==> src/rtl/seg_frame_decoder.sv <==
// Reassembles a frame of active-low 7-segment digits into a BCD word, flagging illegal patterns.
// Digits arrive MSD first; a partial frame is dropped if the gap between digits runs too long.
module seg_frame_decoder #(
    parameter int unsigned NUM_DIGITS = 4,
    parameter int unsigned TIMEOUT    = 1000
) (
    input  logic                    CLOCK_50,
    input  logic                    reset,
    input  logic [6:0]              seg_in,
    input  logic                    seg_valid,
    output logic                    seg_ready,
    output logic [4*NUM_DIGITS-1:0] bcd_out,
    output logic [NUM_DIGITS-1:0]   digit_err,
    output logic                    out_valid,
    output logic                    frame_abort
);

    localparam int unsigned BW = 4 * NUM_DIGITS;
    localparam int unsigned CW = $clog2(NUM_DIGITS + 1);
    localparam int unsigned TW = $clog2(TIMEOUT);

    typedef enum logic [1:0] {StIdle, StCollect, StPublish} state_e;

    state_e                state_q, state_d;
    logic [CW-1:0]         count_q, count_d;
    logic [TW-1:0]         tcnt_q, tcnt_d;
    logic [BW-1:0]         stage_bcd_q, stage_bcd_d, bcd_q, bcd_d, nib_ext;
    logic [NUM_DIGITS-1:0] stage_err_q, stage_err_d, err_q, err_d, err_ext;
    logic                  abort_q, abort_d;
    logic [3:0]            nib;
    logic                  bad;
    logic                  accept, last;

    always_comb begin
        nib = 4'hE;
        bad = 1'b1;
        case (seg_in)
            7'b1000000: begin nib = 4'h0; bad = 1'b0; end
            7'b1111001: begin nib = 4'h1; bad = 1'b0; end
            7'b0100100: begin nib = 4'h2; bad = 1'b0; end
            7'b0110000: begin nib = 4'h3; bad = 1'b0; end
            7'b0011001: begin nib = 4'h4; bad = 1'b0; end
            7'b0010010: begin nib = 4'h5; bad = 1'b0; end
            7'b0000010: begin nib = 4'h6; bad = 1'b0; end
            7'b1111000: begin nib = 4'h7; bad = 1'b0; end
            7'b0000000: begin nib = 4'h8; bad = 1'b0; end
            7'b0011000: begin nib = 4'h9; bad = 1'b0; end
            7'b1111111: begin nib = 4'hF; bad = 1'b0; end
            default:    begin nib = 4'hE; bad = 1'b1; end
        endcase
    end

    always_comb begin
        nib_ext      = '0;
        nib_ext[3:0] = nib;
        err_ext      = '0;
        err_ext[0]   = bad;
    end

    // Ready and the pulses are forced low while reset is held, even before state is cleared.
    assign seg_ready   = !reset && (state_q != StPublish);
    assign out_valid   = !reset && (state_q == StPublish);
    assign frame_abort = !reset && abort_q;
    assign accept      = seg_valid && seg_ready;
    assign last        = accept && (count_q == CW'(NUM_DIGITS - 1));
    assign bcd_out     = bcd_q;
    assign digit_err   = err_q;

    always_comb begin
        state_d     = state_q;
        count_d     = count_q;
        tcnt_d      = '0;
        stage_bcd_d = stage_bcd_q;
        stage_err_d = stage_err_q;
        bcd_d       = bcd_q;
        err_d       = err_q;
        abort_d     = 1'b0;

        if (accept) begin
            if (state_q == StIdle) begin
                stage_bcd_d = nib_ext;
                stage_err_d = err_ext;
            end else begin
                stage_bcd_d = (stage_bcd_q << 4) | nib_ext;
                stage_err_d = (stage_err_q << 1) | err_ext;
            end
        end

        unique case (state_q)
            StIdle, StCollect: begin
                if (accept) begin
                    count_d = count_q + CW'(1);
                    state_d = StCollect;
                end else if (state_q == StCollect) begin
                    if (tcnt_q == TW'(TIMEOUT - 1)) begin
                        state_d     = StIdle;
                        count_d     = '0;
                        stage_bcd_d = '0;
                        stage_err_d = '0;
                        abort_d     = 1'b1;
                    end else begin
                        tcnt_d = tcnt_q + TW'(1);
                    end
                end
                // Outputs load on the final accept so they are already visible while out_valid is high.
                if (last) begin
                    state_d = StPublish;
                    count_d = '0;
                    bcd_d   = stage_bcd_d;
                    err_d   = stage_err_d;
                end
            end
            StPublish: begin
                state_d = StIdle;
                count_d = '0;
            end
            default: begin
                state_d = StIdle;
                count_d = '0;
            end
        endcase
    end

    always_ff @(posedge CLOCK_50) begin
        if (reset) begin
            state_q     <= StIdle;
            count_q     <= '0;
            tcnt_q      <= '0;
            stage_bcd_q <= '0;
            stage_err_q <= '0;
            bcd_q       <= '0;
            err_q       <= '0;
            abort_q     <= 1'b0;
        end else begin
            state_q     <= state_d;
            count_q     <= count_d;
            tcnt_q      <= tcnt_d;
            stage_bcd_q <= stage_bcd_d;
            stage_err_q <= stage_err_d;
            bcd_q       <= bcd_d;
            err_q       <= err_d;
            abort_q     <= abort_d;
        end
    end

endmodule

==> config.mk <==
export PLATFORM = sky130hd
export DESIGN_NAME = seg_frame_decoder
export DESIGN_NICKNAME = d
export VERILOG_FILES = /design/src/rtl/seg_frame_decoder.sv
export SDC_FILE = /design/constraint.sdc
export NUM_CORES = 1
export LEC_CHECK = 0
export CAP_MARGIN = 20
export CORE_MARGIN = 10
export CORE_UTILIZATION = 45
export DETAILED_ROUTE_END_ITERATION = 8
export GPL_TIMING_DRIVEN = 0
export PLACE_DENSITY = 0.71
export RECOVER_POWER = 100
export SETUP_SLACK_MARGIN = 0.05
export SYNTH_ARGS = -nofsm -noshare
export SYNTH_HDL_FRONTEND = slang
export SYNTH_SLANG_ARGS = --single-unit
==> constraint.sdc <==
create_clock -name CLOCK_50 -period 1.65 [get_ports CLOCK_50]
set_input_delay 0.165 -clock CLOCK_50 [delete_from_list [all_inputs] [get_ports CLOCK_50]]
set_output_delay 0.165 -clock CLOCK_50 [all_outputs]
set_load 0.01 [all_outputs]
==> results of run 1 <==
path summary, 6_finish.rpt:
path	start	endpoint	slack, ps	depth (start not counted)
max reg2reg	tcnt_q[1]	count_q[2]	30	6
max	tcnt_q[1]	count_q[2]	30	6
min reg2reg	tcnt_q[0]	tcnt_q[0]	440	1
min	seg_in[4]	stage_bcd_q[0]	260	2
flip-flops by register name, indices dropped and copies added (netlist names):
register,flops
digit_err,4
abort_q,1
bcd_out,16
stage_bcd_q,12
state_q,2
stage_err_q,3
tcnt_q,10
count_q,3
timing repair:
action | CTS | global route
buffers inserted | 5 | 1
pin swaps | 9 | 5
resized for setup | 34 | 10
setup endpoints to repair | 50 | 40
cells by family (layout without fill, tap and decap cells):
logic type | Yosys count | after routing | synth area share (%)
AND/OR/NAND/NOR | 108 | 108 | 24.5
AO/OA/AOI/OAI | 64 | 64 | 19.9
flip-flops | 51 | 51 | 45.9
buffers and inverters | 23 | 63 | 4.79
XOR/XNOR | 8 | 8 | 3.15
adder cells (fa/ha/maj) | 3 | 3 | 1.69
worst register-to-register path, delay by kind of cell, from the launching register on:
kind                     cells  cell delay, ps
AO/OA/AOI/OAI                1             130
flip-flops                   1             360
adder cells (fa/ha/maj)      1             140
AND/OR/NAND/NOR              4             900
area by class of cell:
class                   count  area, um2  area share (%)
repair buffers             33        318            11.1
well taps                  67       83.8            2.94
clock buffers               6       72.6            2.54
inverters                   6       26.3           0.921
clock inverters             2       12.5           0.439
multi-input cells         183       1200            42.2
plain buffers              16        104            3.64
flip-flops and latches     51       1030            36.2
cell usage in the layout, fill, tap and decap left out, types with 3 or more instances in the layout:
cell,instances
clkbuf_2,3
nor2b_1,3
dfxtp_2,3
nand3_1,13
a32o_1,4
clkbuf_1,5
dlygate4sd3_1,21
xor2_1,4
dlygate4sd2_1,4
nand4_1,4
buf_2,4
a22oi_1,4
o21ai_0,11
a22o_1,7
xnor2_1,4
nor2_1,21
dfxtp_1,46
nand2b_1,3
and2_1,4
clkbuf_8,6
or3_1,3
nand2_1,35
buf_4,7
a21oi_1,24
inv_1,5
through the flow:
step / utilization (%) / worst slack [ps] / hold WS (ps)
floorplan: - / 53.3 / 366
global placement: 54.8 / -670 / 428
detailed placement: 54.8 / -677 / 434
CTS: 59.4 / 27.8 / 261
global route: 60.0 / -72.6 / 282
finish: 60.0 / 25.6 / 261
routing by layer:
metal / GRT usage, % / part of all wire [%] / up-vias
li1: - / - / 982
met1: 13.7 / 43 / 905
met2: 21.5 / 51 / 35
met3: 3.74 / 4.4 / 10
met4: 4.64 / 2.2 / 0
met5: 0 / 0 / -
report_power, final:
group,switching [W],internal (W)
logic,0.000108,0.0000759
registers,0.0000157,0.00124
clock network,0.000400,0.000297
==> metrics, run 1 <==
clock-pin slew on the worst setup and hold paths=approximately 90 ps; syn_nets=270; Die Wd=approximately 90 um; FILL cells=around 430; CP top delay family=simple AND/OR/NAND/NOR gates; Synth top area share=45.9%; num rows=25; synth top area cells=dfxtp_1 46%, nand2_1 5.9%, a21oi_1 5.9%, nor2_1 3.7%, nand3_1 3.2%; critical path peak fanout=5; Final ANT Viol Nets=0; layout cell share with drive strength beyond 1=a little under a fifth; starting density of the core=46.7%; fmax=roughly 600 MHz; CTS H-tree depth=2; Synth async-reset ratio=0%; core area=about 4800 um2; CTS tree=built; PwrDens=751 nW/um2; Routed WL=5040 um; All-Layer GR Usage=12.3%; vias in the first global route=1823; skew final=4.10 ps; unrepaired setup endpoints after global routing=true; design area=about 2900 um2; ant diodes=0; Final Power=0.00214 W; CP Launch Type=flop; P_leak=1.04 nW; critical-path cell list=ha_4, nand4b_1, or3_4, or2_4, a31oi_4, nor2_1; die footprint=approximately 8100 um2; Iter 0 DRT Violations=82; Clock Tree Buf Depth=2; Gate Count Post-Synth=257; initial antenna violation count=0; Final Max Slew Viols=0; most frequent cells after synthesis=51 x dfxtp_1, 35 x nand2_1, 26 x a21oi_1, 22 x nor2_1, 14 x nand3_1; ys flop type=dfxtp_1; nets=roughly 300; Die H=~90 um; hold_buf cts=0; Final Setup Violations=0; CP required=between 1500 and 2000 ps; vias per cell=~5.3; CTS Buf Count=5; top-count cell post-synth=dfxtp_1; Critical Path End Type=flop; Post-Place Cells=351; port bufs=27; slowest stage delay, CP=between 400 and 500 ps; final hold viol count=0; WS Path Type=flop to flop; Hold WC Path Type=primary input to flop; register bit count reported by yosys=just over 50; WL per Instance=approximately 14 um; number of flops mapped to enable cells by yosys=0; area leader, netlist=dfxtp_1; Cell Area, Synth=around 2200 um2; max_cap viols=0; crit path DAT=roughly 1800 ps; root buffer cell=clkbuf_8; GRT overflow=0; Slew headroom=about 69%; # DRC=0; DR vias=between 1500 and 2000; DRT Pass-1 Iters=4; outcome=complete, no violations; worst-skew pair later-pin latency=around 300 ps; largest net degree at the start of global routing=16; sequential share of the synthesized area=~46%; setup TNS=0 ps; clk sink count=51; Placed Instance Area=around 2600 um2; gpl congestion=0.790; count of cell types in the netlist=46; # IOs=33; fin crit share=98.4%; Crit-path slowest cell=or3_4; final worst path period need=approximately 1600 ps; worst path buffer plus inverter count=0; synth-to-layout area growth=28.4%; first-pass GRT wire length=between 8000 and 9000 um; Max VDD drop=just under 0.5 mV; Syn Area/Cell=about 8.6 um2; Post-Layout Cell Count=between 300 and 400; Worst Tran Pin Value=463 ps; Yosys warning count=0; Final HPWL DP=around 3700 um
No activity file was read; power rests on OpenSTA's default activity.
==> inputs of run 2 (changes only) <==
--- a/config.mk
+++ b/config.mk
@@ -6,6 +6,7 @@
 export NUM_CORES = 1
 export LEC_CHECK = 0
 export CAP_MARGIN = 20
+export CORE_ASPECT_RATIO = 1.2
 export CORE_MARGIN = 10
 export CORE_UTILIZATION = 45
 export DETAILED_ROUTE_END_ITERATION = 8
==> metrics, run 2 (same netlist as run 1, synthesis figures left out) <==
outcome=complete, no violations; PwrDens=838 nW/um2 (+12%); layout cell share with drive strength beyond 1=21.3% (+3.2 points); vias in the first global route=1838 (+0.82%); DR vias=1929 (-0.16%); commonest cells after routing, fill and taps aside=45 x dfxtp_1, 35 x nand2_1, 23 x a21oi_1; Int Power=0.00193 W (+19%); P_leak=1.00 nW (-3.3%); Iter 0 DRT Violations=55 (-33%); GRT overflow=0 (unchanged); Sw Pwr=0.000548 W (+4.6%); fmax=625 MHz (+1.5%); max_cap viols=0 (unchanged); Combinational Power Share=7.8% (-0.8 points); starting density of the core=47.3% (+0.59 points); hold_buf cts=0 (unchanged); reg2reg end=count_q[2]; Worst Tran Pin Value=455 ps (-8.78 ps); Min-Delay Path Depth=3 (+1); Final Max Slew Viols=0 (unchanged); worst-skew pair later-pin latency=310 ps (about the same); nets=312 (+0.97%); hold endpoint=bcd_out[0]; Die H=97.0 um (+7.4%); Flop pwr share=51.0% (-7.9 points); HP Start=seg_in[4]; Clock Tree Buf Depth=2 (unchanged); final hold viol count=0 (unchanged); CTS Buf Count=5 (unchanged); All-Layer GR Usage=12.3% (-0.019 points); gpl congestion=0.808 (+2.3%); DRT Pass-1 Iters=4 (unchanged); Final Power=0.00248 W (+16%); Slew headroom=69.7% (+0.59 points); Die Wd=84.2 um (-6.8%); Max VDD drop=0.389 mV (-20%); Clock Power Share=41.3% (+8.7 points); Final ANT Viol Nets=0 (unchanged); skew final=7.40 ps (+3.31 ps); slowest stage delay, CP=430 ps (about the same); ant diodes=0 (unchanged); Final Setup Violations=0 (unchanged); first-pass GRT wire length=8690 um (+0.57%); port bufs=27 (unchanged); final worst path period need=1600 ps (-24.1 ps); critical path peak fanout=5 (unchanged); CTS H-tree depth=2 (unchanged); initial antenna violation count=0 (unchanged); clock-pin slew on the worst setup and hold paths=90 ps (about the same); clk sink count=51 (unchanged); vias per cell=5.39 (+1.5%); largest net degree at the start of global routing=17 (+1); # DRC=0 (unchanged); CP required=1850 ps (about the same); critical-path cell list=ha_4, nand4b_1, or3_4, or2_4, a31oi_1, nor2_1; Crit. Startpoint=tcnt_q[1]; worst r2r path cells=6 (unchanged); synth-to-layout area growth=33.1%; Crit-path slowest cell=or3_4; CP Launch Type=flop; sw frac=22.1% (-2.4 points); WS Path Type=flop to flop; WL per Instance=14.6 um (+5.4%); unrepaired setup endpoints after global routing=true; die footprint=8160 um2 (+0.15%); Critical Path End Type=flop; core area=4700 um2 (-1.2%); leading cell type in the layout, fill and taps excluded=dfxtp_1; Sequential cell area=1030 um2 (-0.12%); r2r setup slk=50 ps (+20 ps); root buffer cell=clkbuf_8; reg2reg start=tcnt_q[1]; crit path DAT=1800 ps (-20 ps); Routed WL=5230 um (+3.6%); Final HPWL DP=3640 um (-0.68%); num rows=27 (+8.0%); Hold WC Path Type=primary input to flop; FILL cells=405 (-6.5%); setup TNS=0 ps (unchanged); hold slack=301 ps (+40.1 ps); max reg flops=16 (unchanged); fin crit share=97.0% (-1.5 points); CTS tree=built; # IOs=33 (unchanged); footprint of the multi-input gates=1240 um2 (+2.8%)
[run 2: cell count changes in the layout (fill, tap and decap cells not counted), moves of 2 or more]
cell | before | now
a22oi_2 | 0 | 2
dfxtp_2 | 3 | 5
bufinv_16 | 0 | 2
buf_2 | 4 | 2
dlygate4sd3_1 | 21 | 0
clkbuf_1 | 5 | 3
clkdlybuf4s50_1 | 1 | 22
ha_1 | 2 | 0
buf_4 | 7 | 12
a22oi_1 | 4 | 2
[run 2: per-stage QoR]
stage          instance area [um2]  setup slack, ps  instances  util (%)
2_1_floorplan                 2250             53.3        257         -
3_3_place_gp                  2590             -659        342      55.2
3_5_place_dp                  2590             -698        342      55.2
4_1_cts                       2840             53.7        352      60.4
5_1_grt                       2960            -14.5        358      63.0
6_report                      2960             49.7        358      63.0
[run 2: area by class of cell]
type | instances | share of cell area (%)
buffer | 16 | 3.64
sequential | 51 | 34.9
clock buffer | 5 | 2.33
clock inverter | 3 | 2.28
timing repair buffer | 36 | 11.7
inverter | 6 | 0.888
tap | 58 | 2.45
multi-input combinational | 183 | 41.8
[run 2: power groups by stage]
stage | logic [W] | registers, W | clock network, W
2_1_floorplan | 0.000121 | 0.00129 | 0
3_5_place_dp | 0.000166 | 0.00129 | 0
5_1_grt | 0.000210 | 0.00127 | 0.00108
3_3_place_gp | 0.000163 | 0.00129 | 0
6_report | 0.000192 | 0.00126 | 0.00102
4_1_cts | 0.000181 | 0.00126 | 0.00104
[run 2: metal layers]
| layer | track usage (%) | vias up | part of all wire [%] |
|---|---|---|---|
| met5 | 0 | - | 0 |
| met4 | 4.62 | 0 | 1.8 |
| met3 | 4.10 | 9 | 5.8 |
| met2 | 20.1 | 37 | 49 |
| met1 | 14.4 | 892 | 44 |
| li1 | - | 991 | - |
[run 2: how the worst max path moves through the flow]
stage | to | slack [ps] | cells past startpoint
floorplan | digit_err[0] | 50 | 5
global placement | digit_err[0] | -660 | 7
detailed placement | digit_err[0] | -700 | 7
CTS | bcd_out[3] | 50 | 6
global route | count_q[2] | -10 | 6
finish | count_q[2] | 50 | 6
[run 2: what timing repair did]
item                                    in CTS  in global routing
setup buffers                                3                  6
pin swaps                                    8                 11
gates resized for setup                     32                 19
endpoints found under the setup margin      48                 33
cloned                                       0                  0
[run 2: critical path, delay by kind of cell, from the launching register on]
family,cells,cell delay [ps]
AND/OR/NAND/NOR,4,870
adder cells (fa/ha/maj),1,140
AO/OA/AOI/OAI,1,130
flip-flops,1,360
==> inputs of run 3 (changes only) <==
--- a/config.mk
+++ b/config.mk
@@ -10,7 +10,6 @@
 export CORE_MARGIN = 10
 export CORE_UTILIZATION = 45
 export DETAILED_ROUTE_END_ITERATION = 8
-export GPL_TIMING_DRIVEN = 0
 export PLACE_DENSITY = 0.71
 export RECOVER_POWER = 100
 export SETUP_SLACK_MARGIN = 0.05
==> metrics, run 3 (same netlist as run 1, synthesis figures left out) <==
unrepaired setup endpoints after global routing=true; FILL cells=399 (-1.5%); root buffer cell=clkbuf_8; layout cell share with drive strength beyond 1=26.3% (+5.0 points); setup ws final=60.4 ps (+10.7 ps); fin util=66.5% (+3.5 points); Routed WL=5340 um (+2.2%); Final ANT Viol Nets=0 (unchanged); # IOs=33 (unchanged); CP Launch Type=flop; Slew headroom=77.0% (+7.3 points); Hold WC Path Type=primary input to flop; hold slack=425 ps (+124 ps); CTS tree=built; final hold viol count=0 (unchanged); gpl congestion=0.861 (+6.6%); ant diodes=0 (unchanged); clk sink count=51 (unchanged); sw frac=24.5% (+2.4 points); CP required=1840 ps (about the same); num rows=27 (unchanged); critical path peak fanout=4 (-1); Iter 0 DRT Violations=77 (+40%); skew final=4.61 ps (-2.80 ps); final worst path period need=1590 ps (-10.7 ps); Final Max Slew Viols=0 (unchanged); Clock Tree Buf Depth=2 (unchanged); clock-pin slew on the worst setup and hold paths=90 ps (about the same); commonest cells after routing, fill and taps aside=48 x dfxtp_1, 47 x buf_4, 35 x nand2_1; synth-to-layout area growth=40.4%; Combinational Power Share=10.8% (+3.0 points); CTS H-tree depth=2 (unchanged); crit path DAT=1780 ps (-20 ps); Worst Tran Pin Value=342 ps (-112 ps); port bufs=32 (+19%); outcome=complete, no violations; largest net degree at the start of global routing=17 (unchanged); fmax=629 MHz (+0.68%); P_leak=1.23 nW (+22%); Flop pwr share=57.3% (+6.3 points); post-place setup slack=-390 ps (+308 ps); DR vias=2058 (+6.7%); core area=4700 um2 (unchanged); vias in the first global route=1967 (+7.0%); vias per cell=5.29 (-1.8%); DRT Pass-1 Iters=4 (unchanged); leading cell type in the layout, fill and taps excluded=dfxtp_1; Critical Path End Type=flop; Sw Pwr=0.000540 W (-1.4%); worst-skew pair later-pin latency=300 ps (about the same); Final Setup Violations=0 (unchanged); Final HPWL DP=4050 um (+11%); fin crit share=96.3% (-0.65 points); max_cap viols=0 (unchanged); first-pass GRT wire length=8850 um (+1.8%); WL per Instance=13.7 um (-6.0%); All-Layer GR Usage=12.4% (+0.081 points); nets=343 (+9.9%); WS Path Type=flop to flop; Max VDD drop=0.370 mV (-5.0%); CTS Buf Count=5 (unchanged); GRT overflow=0 (unchanged); Die Wd=84.2 um (unchanged); die footprint=8160 um2 (unchanged); Die H=97.0 um (unchanged); PwrDens=706 nW/um2 (-16%); max reg flops=16 (unchanged); initial antenna violation count=0 (unchanged); Clock Power Share=31.9% (-9.4 points); # DRC=0 (unchanged); starting density of the core=47.3% (unchanged); Int Power=0.00166 W (-14%)
run 3: cell count changes in the layout (fill, tap and decap cells not counted), moves of 3 or more:
cell             change
clkdlybuf4s50_1     -21
clkbuf_2             -4
clkdlybuf4s15_1      +3
dlygate4sd3_1       +21
dfxtp_1              +3
buf_4               +35
run 3: routing by layer:
layer / routed length, um / GRT usage, % / share of wire, %
met5: 0 / 0 / 0
met4: 0 / 3.59 / 0
met3: 275 / 3.77 / 5.1
met2: 2690 / 21.2 / 50
met1: 2370 / 14.3 / 44
run 3: critical path, stage by stage (launching register included):
cell,delay (ps)
dfxtp_2,370
ha_4,140
nand4b_1,100
or3_4,370
or2_0,280
a31oi_1,160
nor2_1,50
run 3: final timing paths:
kind	from	endpoint	slack, ps	depth (start not counted)
min reg2reg	bcd_out[0]	bcd_out[0]	450	2
max reg2reg	tcnt_q[1]	count_q[2]	60	6
max	tcnt_q[1]	count_q[2]	60	6
min	reset	bcd_out[15]	420	3
run 3: power groups by stage:
stage	logic (W)	clock network [W]	registers, W
2_1_floorplan	0.000121	0	0.00129
3_3_place_gp	0.000227	0	0.00129
3_5_place_dp	0.000232	0	0.00129
4_1_cts	0.000229	0.000717	0.00126
5_1_grt	0.000260	0.000751	0.00127
6_report	0.000238	0.000702	0.00126
run 3: stage by stage:
| stage | setup TNS, ps | instances | power, W | cell area [um2] |
|---|---|---|---|---|
| 6_report | 0 | 389 | 0.00220 | 3120 |
| 5_1_grt | 0 | 389 | 0.00228 | 3120 |
| 4_1_cts | 0 | 386 | 0.00221 | 3040 |
| 3_5_place_dp | -3800 | 378 | 0.00152 | 2930 |
| 3_3_place_gp | -3350 | 378 | 0.00152 | 2930 |
| 2_1_floorplan | 0 | 257 | 0.00141 | 2250 |
run 3: cell type report:
type / instances / area, um2 / area share, %
multi-input cells: 183 / 1190 / 38.3
inverters: 6 / 22.5 / 0.722
well taps: 58 / 72.6 / 2.33
repair buffers: 83 / 718 / 23.0
clock buffers: 5 / 68.8 / 2.21
clock inverters: 3 / 20.0 / 0.642
flip-flops and latches: 51 / 1020 / 32.8
run 3: repair_timing:
item	4_1_cts	5_1_grt
setup endpoints to repair	33	21
pin swaps	10	7
hold buffers	0	0
setup buffers	0	3
resized for setup	21	20
==> patch 1, RTL diff (flow settings as in run 2) <==
Reset style: asynchronous (`reset`), changed in one clocked block.
--- a/src/rtl/seg_frame_decoder.sv
+++ b/src/rtl/seg_frame_decoder.sv
@@ -121,7 +121,7 @@
         endcase
     end
 
-    always_ff @(posedge CLOCK_50) begin
+    always_ff @(posedge CLOCK_50 or posedge reset) begin
         if (reset) begin
             state_q     <= StIdle;
             count_q     <= '0;
Check against the original RTL: not equivalent (a bounded check fails within 10 cycles, from zero or initial values and one cycle with reset high; the reset may be asserted at any time).
==> patch 1 against run 2 <==
  * Cell area is 12% higher
  * Die area is 11% higher
  * Clock skew is 0.0032 ns lower
  * Critical path type unchanged
  * Setup slack better by 0.0019 ns
  * Critical path depth stayed put
  * First-iteration DRC count grew to 3.0 times the old value
  * Sequential cell count is 4 higher
  * Routed wire length is 15% higher
  * Synthesized area is 14% higher
  * Via count is 7.7% higher
  * Highest routed layer unchanged
Power is not compared: it rests on default switching activity, and its combinational part moved more than twofold at a synthesized area within 25%.
==> patch 1: results (changes against run 2) <==
Routing:
- The detail-routed net length per standard cell came to 16.4 µm (+13%).
- The ratio of routed vias to standard cells was 5.68 (+5.4%).
- The DRC marker count from the first detailed-route iteration is 167 (+200%).
- The detailed-route via count was 2,078 (+7.7%).

Logic synthesis:
- After synthesis, the cell types taking the most area are sky130_fd_sc_hd__dfrtp_1 54%, sky130_fd_sc_hd__nor2_1 6.1%, sky130_fd_sc_hd__a32oi_1 5.2%.
- The part of the Yosys area used for sequential elements is 0.542 (+0.0824).
- The share of flip-flops with an asynchronous set or reset after synthesis is 1.00 (+1.00).
- The net count of the mapped netlist is 271 (+0.37%).
- The xor and xnor fraction of the mapped netlist area is 0.0310 (-0.000497).
- The area share of fa/ha/maj cells after synthesis is 0.0148 (-0.00211).
- The average cell area after synthesis is 9.84 µm² (+14%).

Cells and area:
- The number of filler instances in the final layout is 452 (+12%).
- The net total in the final layout was 316 (+1.3%).
- The share of cells above drive strength 1 is 0.214 (+0.000482).

Placed design:
- The detailed placement HPWL came to 3940 µm (+8.1%).
- The count of buffers from port buffering was 28 (+3.7%).
- The cell total after placement was 349 (+2.0%).
- The placed instance area came to 2920 µm² (+13%).

Critical path:
- The worst register-to-register path ends at digit_err[2]$_DFFE_PP0P_.
- The maximum fanout count along the critical path is 7 (+2).
- The beginning of the critical path is tcnt_q[0]$_DFF_PP0_.

GRT:
- The largest net degree at the start of global routing is 36 (+19).
- The global-route usage over all layers is 0.134 (+0.0106).
- The number of global-route vias before repair was 1,995 (+8.5%).
- The global-route wire length before repair was 9830 µm (+13%).

STA:
- The slew of the pin with the lowest slew margin is 0.627 ns (+0.173 ns).
- The minimum hold slack came to 0.133 ns (-0.168 ns).
- The worst clock skew on the final layout was 0.00423 ns (-0.00317 ns).

Status:
- The flow ran to the end, and the final reports show no timing, DRC or antenna violations.

Hold path:
- The type of the worst min-delay path is primary input to async pin.
==> patch 1: cell count changes in the layout (fill, tap and decap cells not counted), sizes merged, moves of 5 or more <==
cell   before  now
dfrtp       0   55
dfxtp      51    0
a21oi      26    7
nor2       22   41
a32oi       0   15
o31ai       2   16
a22o        8    0
nand3      14    7
o21ai      12    5
nand2      35   29
and2        6    1
and3        2    7
buf        17   22
or3         5    0
==> patch 1: final cells by class <==
class | instances | area, µm² | area share
plain buffers | 19 | 146 | 0.0443
clock buffers | 7 | 86.3 | 0.0261
clock inverters | 1 | 8.76 | 0.00265
inverters | 7 | 27.5 | 0.00834
multi-input cells | 177 | 1220 | 0.369
flip-flops and latches | 55 | 1380 | 0.417
well taps | 62 | 77.6 | 0.0235
repair buffers | 37 | 355 | 0.108
repair inverters | 1 | 5.00 | 0.00152
==> patch 1: layer usage <==
| layer | share of wire | GRT usage | up-vias |
|---|---|---|---|
| li1 | - | - | 1007 |
| met1 | 0.45 | 0.176 | 1013 |
| met2 | 0.49 | 0.215 | 54 |
| met3 | 0.046 | 0.0239 | 4 |
| met4 | 0.0098 | 0.0486 | 0 |
| met5 | 0 | 0 | - |
==> patch 1: worst max-delay path, cell delays in order, from the launching register on <==
cell	delay [ns]
sky130_fd_sc_hd__dfrtp_1	0.42
sky130_fd_sc_hd__ha_4	0.16
sky130_fd_sc_hd__nand4b_1	0.11
sky130_fd_sc_hd__nor3_2	0.22
sky130_fd_sc_hd__nor2b_4	0.30
sky130_fd_sc_hd__buf_6	0.19
sky130_fd_sc_hd__o31ai_4	0.08
==> patch 1: repair_timing <==
item	CTS	global route
setup buffers	2	4
cloned	1	2
setup endpoints to repair	52	50
gates resized for setup	25	45
pin swaps	3	16
==> patch 2, RTL diff (flow settings as in run 2) <==
Made on the original files. Set the parameter `NUM_DIGITS` to 2 (it was 4).
--- a/src/rtl/seg_frame_decoder.sv
+++ b/src/rtl/seg_frame_decoder.sv
@@ -1,7 +1,7 @@
 // Reassembles a frame of active-low 7-segment digits into a BCD word, flagging illegal patterns.
 // Digits arrive MSD first; a partial frame is dropped if the gap between digits runs too long.
 module seg_frame_decoder #(
-    parameter int unsigned NUM_DIGITS = 4,
+    parameter int unsigned NUM_DIGITS = 2,
     parameter int unsigned TIMEOUT    = 1000
 ) (
     input  logic                    CLOCK_50,
Interface: changed (resized bcd_out and digit_err); port bits go from 33 to 23. The function was not compared with the original's and may differ.
==> patch 2 against run 2 <==
  * Core utilization down 6.1 points
  * Routed wire length down 31%
  * Sequential power fell by 40%
  * Synthesized area shrank 29%
  * Register-to-register slack improved by 0.14 ns
  * Fmax increased by 4.4%
  * Global-route usage about the same
  * Total power down 34%
  * Sequential cell count is 21 lower
  * Cell area shrank 35%
  * Critical path depth is the same
  * Setup slack better by 0.068 ns
  * Largest cell class unchanged
  * Largest power group unchanged
  * Highest routed layer unchanged
==> patch 2: results (changes against run 2) <==
Status:
- The run finished with clean final reports.

Cells and area:
- The share of cells above drive strength 1 was 0.136 (-0.0778).
- The flip-flop count of the largest register, all copies and words added was 10 (-6).
- The non-clock buffer area fraction after layout is 0.144 (-0.00976).
- The post-route core utilization was 0.569 (-0.0613).
- The fraction of area in registers is 0.314 (-0.0342).
- The clock tree cell share of total cell area came to 0.0569 (+0.0108).

Die:
- The overall die area is 6270 µm² (-23%).

GRT:
- The global-route wire length before repair is 6280 µm (-28%).
- The met2 routing resource usage after global routing is 0.191 (-0.00971).

Placed design:
- The weighted congestion reported at the end of routability-driven placement is 0.775 (-4.1%).
- The cell total after placement is 243 (-29%).
- The placed instance area is 1820 µm² (-30%).

Clock network:
- The latest clock arrival within the worst-skew pair is 0.29 ns (-0.02 ns).

STA:
- The worst clock skew on the final layout is 0.00264 ns (-0.00477 ns).

Logic synthesis:
- The area share of fa/ha/maj cells after synthesis is 0.0159 (-0.000981).
- The net count of the mapped netlist is 198 (-27%).
- The number of different library cells in the post-synthesis netlist is 47 (+2.2%).
- The part of the Yosys area used for sequential elements is 0.382 (-0.0776).
- In the synthesized netlist, the cells that appear most often are 30 x sky130_fd_sc_hd__dfxtp_1, 23 x sky130_fd_sc_hd__nand3_1, 16 x sky130_fd_sc_hd__nor2_1.

Routing:
- The length of routed wiring on met1 was 1590 µm (-30%).
- The detailed route wirelength on metal2 is 1720 µm (-32%).

Critical path:
- The slowest stage of the critical path belongs to the cell sky130_fd_sc_hd__clkdlybuf4s50_1.
- The beginning of the critical path is seg_in[5].

Power and ir drop:
- The net switching share of the total power is 0.234 (+0.0133).
-- patch 2: cell count changes after synthesis, sizes merged, moves of 5 or more --
cell / run 2 / this run
a22o: 8 / 0
clkbuf: 11 / 4
dfxtp: 51 / 30
nand2: 35 / 11
nand3: 14 / 24
a21oi: 26 / 8
nor2: 22 / 17
-- patch 2: worst min-delay path by stage --
stage                                  from                        end  depth (start not counted)  slack [ns]
finish                                reset  digit_err[1]$_SDFFE_PP0P_                          2        0.18
CTS                                   reset    bcd_out[7]$_SDFFE_PP0P_                          2        0.18
detailed placement  bcd_out[4]$_SDFFE_PP0P_    bcd_out[4]$_SDFFE_PP0P_                          2        0.45
floorplan                         seg_valid         abort_q$_SDFF_PP0_                          1        0.24
global placement    bcd_out[7]$_SDFFE_PP0P_    bcd_out[7]$_SDFFE_PP0P_                          2        0.44
global route                          reset  digit_err[1]$_SDFFE_PP0P_                          2        0.21
